<file path="config.mk">
export PLATFORM = sky130hd
export DESIGN_NAME = tail_cmd_conditioner
export DESIGN_NICKNAME = d
export VERILOG_FILES = /design/src/rtl/tail_light_pkg.sv /design/src/rtl/debounce_ch.sv /design/src/rtl/tail_cmd_conditioner.sv
export SDC_FILE = /design/constraint.sdc
export NUM_CORES = 1
export LEC_CHECK = 0
export BUFFER_PORTS_ARGS = -buffer_cell sky130_fd_sc_hd__buf_2
export CORE_ASPECT_RATIO = 2
export CORE_UTILIZATION = 40
export CTS_CLUSTER_SIZE = 40
export DETAILED_ROUTE_END_ITERATION = 10
export PLACE_DENSITY = 0.67
export REMOVE_ABC_BUFFERS = 1
export SYNTH_ARGS = -nofsm -noshare
export SYNTH_HDL_FRONTEND = slang
export SYNTH_SLANG_ARGS = --single-unit
</file>
<file path="constraint.sdc">
create_clock -name clk -period 1.2 [get_ports clk]
set_input_delay 0.12 -clock clk [delete_from_list [all_inputs] [get_ports clk]]
set_output_delay 0.12 -clock clk [all_outputs]
set_load 0.01 [all_outputs]
</file>
<file path="src/rtl/tail_light_pkg.sv">
// Shared definitions for the tail-light input conditioner and sequencer.
// Latency: n/a (types and constants only).
// Backpressure: n/a.
package tail_light_pkg;

    // Channel order of the raw driver controls inside the conditioner.
    typedef enum logic [2:0] {
        CH_L   = 3'd0,
        CH_R   = 3'd1,
        CH_B   = 3'd2,
        CH_HAZ = 3'd3,
        CH_FOG = 3'd4
    } ch_e;

    localparam int N_CH           = 5;
    localparam int DEB_CYCLES_DEF = 3;

endpackage

</file>
<file path="src/rtl/debounce_ch.sv">
// One control channel: 2-flop synchroniser, mismatch counter and debounced level.
// Latency: stable_o flips DEB_CYCLES+2 edges after the raw change is first sampled.
// Backpressure: none; free-running every cycle.
module debounce_ch #(
    parameter int DEB_CYCLES = 3,
    parameter int CNT_W      = $clog2(DEB_CYCLES + 1)
) (
    input  logic clk,
    input  logic reset,
    input  logic raw_i,
    output logic stable_o,
    output logic rise_o,
    output logic s2_o,
    output logic s2_vld_o
);

    logic             s1_q, s2_q;
    logic             v1_q, v2_q;
    logic             stable_q, stable_d;
    logic             rise_q, rise_d;
    logic [CNT_W-1:0] cnt_q, cnt_d;

    // Debounce decision: a mismatch must persist DEB_CYCLES cycles to flip stable.
    always_comb begin
        stable_d = stable_q;
        cnt_d    = cnt_q;
        if (s2_q == stable_q) begin
            cnt_d = '0;
        end else if (cnt_q == CNT_W'(DEB_CYCLES - 1)) begin
            stable_d = s2_q;
            cnt_d    = '0;
        end else begin
            cnt_d = cnt_q + 1'b1;
        end
        rise_d = stable_d & ~stable_q;
    end

    // Sync stages, a valid tag that tells when s2 holds a real sample, and debounce state.
    always_ff @(posedge clk) begin
        if (reset) begin
            s1_q     <= 1'b0;
            s2_q     <= 1'b0;
            v1_q     <= 1'b0;
            v2_q     <= 1'b0;
            stable_q <= 1'b0;
            rise_q   <= 1'b0;
            cnt_q    <= '0;
        end else begin
            s1_q     <= raw_i;
            s2_q     <= s1_q;
            v1_q     <= 1'b1;
            v2_q     <= v1_q;
            stable_q <= stable_d;
            rise_q   <= rise_d;
            cnt_q    <= cnt_d;
        end
    end

    assign stable_o = stable_q;
    assign rise_o   = rise_q;
    assign s2_o     = s2_q;
    assign s2_vld_o = v2_q;

endmodule

</file>
<file path="src/rtl/tail_cmd_conditioner.sv">
// Conditions raw stalk/brake/button inputs into clean registered commands for the sequencer.
// Latency: output changes DEB_CYCLES+3 edges after a raw change is first sampled.
// Backpressure: none; levels are presented every cycle, cmd_upd flags changes.
module tail_cmd_conditioner
    import tail_light_pkg::*;
#(
    parameter int DEB_CYCLES = DEB_CYCLES_DEF,
    parameter int CNT_W      = $clog2(DEB_CYCLES + 1)
) (
    input  logic clk,
    input  logic reset,
    input  logic left_sw,
    input  logic right_sw,
    input  logic brake_sw,
    input  logic hazard_btn,
    input  logic fog_btn,
    output logic left,
    output logic right,
    output logic brake,
    output logic alarm,
    output logic fog,
    output logic stalk_fault,
    output logic cmd_upd
);

    logic [N_CH-1:0] raw;
    logic [N_CH-1:0] stable;
    logic [N_CH-1:0] rise;
    logic [N_CH-1:0] s2;
    logic [N_CH-1:0] s2_vld;

    assign raw[CH_L]   = left_sw;
    assign raw[CH_R]   = right_sw;
    assign raw[CH_B]   = brake_sw;
    assign raw[CH_HAZ] = hazard_btn;
    assign raw[CH_FOG] = fog_btn;

    for (genvar g = 0; g < N_CH; g++) begin : g_ch
        debounce_ch #(
            .DEB_CYCLES (DEB_CYCLES),
            .CNT_W      (CNT_W)
        ) u_deb (
            .clk      (clk),
            .reset    (reset),
            .raw_i    (raw[g]),
            .stable_o (stable[g]),
            .rise_o   (rise[g]),
            .s2_o     (s2[g]),
            .s2_vld_o (s2_vld[g])
        );
    end

    logic left_q, left_d;
    logic right_q, right_d;
    logic brake_q, brake_d;
    logic alarm_q, alarm_d;
    logic fog_q, fog_d;
    logic fault_q, fault_d;
    logic upd_q, upd_d;
    logic haz_armed_q, haz_armed_d;
    logic fog_armed_q, fog_armed_d;

    // Stalk decode, button arming and toggles, and change detection for cmd_upd.
    // A button arms only once a real released sample has been seen, so a button
    // held through reset cannot produce a toggle when it first qualifies.
    always_comb begin
        left_d  = stable[CH_L] & ~stable[CH_R];
        right_d = stable[CH_R] & ~stable[CH_L];
        fault_d = stable[CH_L] & stable[CH_R];
        brake_d = stable[CH_B];

        haz_armed_d = haz_armed_q | (s2_vld[CH_HAZ] & ~s2[CH_HAZ] & ~stable[CH_HAZ]);
        fog_armed_d = fog_armed_q | (s2_vld[CH_FOG] & ~s2[CH_FOG] & ~stable[CH_FOG]);

        alarm_d = alarm_q ^ (rise[CH_HAZ] & haz_armed_q);
        fog_d   = fog_q   ^ (rise[CH_FOG] & fog_armed_q);

        upd_d = ({left_d, right_d, brake_d, alarm_d, fog_d} !=
                 {left_q, right_q, brake_q, alarm_q, fog_q});
    end

    // Output and arming registers.
    always_ff @(posedge clk) begin
        if (reset) begin
            left_q      <= 1'b0;
            right_q     <= 1'b0;
            brake_q     <= 1'b0;
            alarm_q     <= 1'b0;
            fog_q       <= 1'b0;
            fault_q     <= 1'b0;
            upd_q       <= 1'b0;
            haz_armed_q <= 1'b0;
            fog_armed_q <= 1'b0;
        end else begin
            left_q      <= left_d;
            right_q     <= right_d;
            brake_q     <= brake_d;
            alarm_q     <= alarm_d;
            fog_q       <= fog_d;
            fault_q     <= fault_d;
            upd_q       <= upd_d;
            haz_armed_q <= haz_armed_d;
            fog_armed_q <= fog_armed_d;
        end
    end

    assign left        = left_q;
    assign right       = right_q;
    assign brake       = brake_q;
    assign alarm       = alarm_q;
    assign fog         = fog_q;
    assign stalk_fault = fault_q;
    assign cmd_upd     = upd_q;

endmodule

</file>
==> impl_metrics.py <==
metrics = {
    "critical_path": {
        "r2r-end": "cmd_upd",
        "worstSetupStartpointType": "register",
        "rrSetupSlack_ns": 0.04,
        "reg2reg_depth": 3,
        "crit_path_end_kind": "register",
        "cp_data_required_time_ns": 1.41,
        "regToRegStartpoint": "g_ch[1].u_deb.stable_o",
        "crit_type": "reg2reg",
        "worstPathMaxFanout": 4,
        "cp.arrival_ns": 1.37,
    },
    "timing": {
        "period_needed_ns": 1.16,
        "skew_ns": 0.00199,
        "timing.final.ws_setup_ns": 0.0390,
        "max_slew.worst_pin.slew_ns": 0.475,
        "finalCritPeriodShare_pct": 96.8,
        "setup_viol": 0,
        "relSlewSlack_pct": 68.4,
        "fin_setup_tns_ns": 0,
        "worst_hold_slack_ns": 0.0466,
        "slew_violations": 0,
        "max_clock_freq_mhz": 861,
        "finalHoldViolations": 0,
    },
    "clocking": {
        "worstSkewPairLatency_ns": 0.28,
        "holdBufCountCts": 0,
        "clkTransAtPathRegs_ns": 0.07,
        "cts_made_buffers": 5,
        "cts_root_buf": "clkbuf_8",
        "clockBufferDepth": 2,
        "htree_levels": 2,
        "cts_sinks": 38,
        "cts_tree": "yes",
    },
    "power": {
        "p_leak_nw": 0.619,
        "power_density_nw_per_um2": 1590,
        "power_mw": 2.40,
        "ir_drop_mv": 1.00,
    },
    "placement": {
        "dpl.hpwl_um": 1300,
        "io_buffers": 13,
        "dp_worst_setup_slack_ns": 0.0264,
        "gp_congestion": 0.674,
        "place_area_um2": 1380,
        "dp_cells": 161,
    },
    "floorplan": {
        "dieWidth_um": 42.2,
        "core_area_um2": 3010,
        "die_y_um": 82.3,
        "pin_count": 14,
        "num_rows": 28,
        "die_area_um2": 3470,
        "initial_core_util_pct": 42.8,
    },
    "synth": {
        "synth_cell_types": 22,
        "syn_inst": 120,
        "synth_area_um2": 1290,
        "avgSynthCellArea_um2": 10.7,
        "yosysWarnings": 0,
        "yosysSeqAreaShare_pct": 59.0,
        "ys_seq_elements": 38,
    },
    "detailed_routing": {
        "dr.pass1.iters": 4,
        "ant_nets": 0,
        "drt_iter0_drc": 9,
        "via_per_inst": 4.82,
        "wirelength_um": 1930,
        "drc_errors": 0,
        "wl_per_cell_um": 11.4,
        "vias": 815,
    },
    "hold_path": {
        "hold_depth": 2,
        "hold_path.class": "in2reg",
        "holdPathEnd": "g_ch[2].u_deb.s1_q",
        "hold_start": "brake_sw",
    },
    "layout": {
        "n_antenna_cell": 0,
        "layout_common_cells": "dfxtp_1, nor2_1, buf_2, nor2b_1, inv_1",
        "num-nets-final": 150,
        "final_cells": 169,
        "area_delta_synth_final_pct": 17.3,
        "finalInstanceArea_um2": 1510,
        "fin_util_pct": 50.2,
        "layout-drive-gt1-share_pct": 24.5,
        "final_common_cell": "dfxtp_1",
    },
    "grt": {
        "grt_start_max_net_pins": 29,
        "antenna_found_initial": 0,
        "overflow": 0,
        "grt_pass1_vias": 832,
        "grt_pass1_wl_um": 3280,
        "grt_use_total_pct": 13.2,
    },
    "run": {
        "maxCapViolations": 0,
    },
    "run_status": {
        "status": "finished clean",
    },
}
-- how the worst max path moves through the flow --
stage,startpoint,to,slack (ns),cells after the start
global placement,right,cmd_upd,0.10,3
floorplan,right,cmd_upd,0.05,3
finish,g_ch[1].u_deb.stable_o,cmd_upd,0.04,3
CTS,g_ch[0].u_deb.stable_o,cmd_upd,0.03,3
detailed placement,right,cmd_upd,0.03,3
global route,g_ch[1].u_deb.cnt_q[0],g_ch[1].u_deb.cnt_q[1],-0.01,4
-- Yosys cell counts --
library cell | number | area, um^2
nor3_1 | 2 | 10.0
buf_6 | 1 | 11.3
nor2_1 | 21 | 78.8
nor3b_1 | 2 | 15.0
a41oi_2 | 1 | 16.3
buf_2 | 1 | 5.00
nor4_1 | 1 | 6.26
inv_1 | 7 | 26.3
buf_4 | 1 | 7.51
nor2b_1 | 12 | 75.1
nand2_1 | 2 | 7.51
clkbuf_1 | 2 | 7.51
a311o_1 | 1 | 10.0
and3_2 | 1 | 7.51
mux2i_1 | 5 | 50.1
xnor2_1 | 6 | 52.6
dfxtp_1 | 38 | 761
and4bb_2 | 1 | 12.5
a21oi_1 | 2 | 10.0
or3_1 | 5 | 31.3
xor2_1 | 3 | 26.3
ha_1 | 5 | 62.6
-- worst max-delay path, cell delays in order, from the launching register on --
cell and delay, ns:
dfxtp_4 0.36, and4bb_2 0.25, a311o_1 0.35, a41oi_2 0.13
-- sequential cells by signal, summed over array words and instances (netlist names) --
name and count:
g_ch.u_deb.cnt_q 10, g_ch.u_deb.s1_q 5, g_ch.u_deb.s2_o 5, g_ch.u_deb.stable_o 5, g_ch.u_deb.rise_o 2, alarm 1, brake 1, cmd_upd 1
fog 1, fog_armed_q 1, g_ch.u_deb.v1_q 1, g_ch.u_deb.s2_vld_o 1, haz_armed_q 1, left 1, right 1, stalk_fault 1
-- power by group --
part	switching (mW)	internal, mW	total, mW
registers	0.0130	1.29	1.30
clock network	0.423	0.611	1.03
logic	0.0326	0.0328	0.0654
-- metal layers --
metal  wire length [um]  global-route usage (%)  vias up  part of all wire, %
met5                  0                       0        -                    0
li1                   -                       -      418                    -
met4                 68                    10.3        0                  3.5
met2               1030                    24.5       17                   53
met1                752                    11.4      376                   39
met3                 81                    3.91        4                  4.2
-- area by class of cell --
type	instances	area, um^2
clock buffer	5	68.8
clock inverter	3	40.0
fill	286	1500
inverter	7	26.3
multi-input combinational	70	484
sequential	38	768
tap	30	37.5
timing repair buffer	16	87.6
-- repair_timing --
item,in CTS,in global routing
setup buffers,0,0
gates resized for setup,2,6
pin swaps,0,4
endpoints found under the setup margin,1,5
-- logic make-up after synthesis --
group	after synthesis	share of synthesized area [%]
simple gates	47	18.9
fa+ha+maj	5	4.85
buf+inv	12	4.46
compound gates	4	2.81
mux	5	3.88
flops	38	59.0
xor+xnor	9	6.11
(Power assumes the default switching activity.)
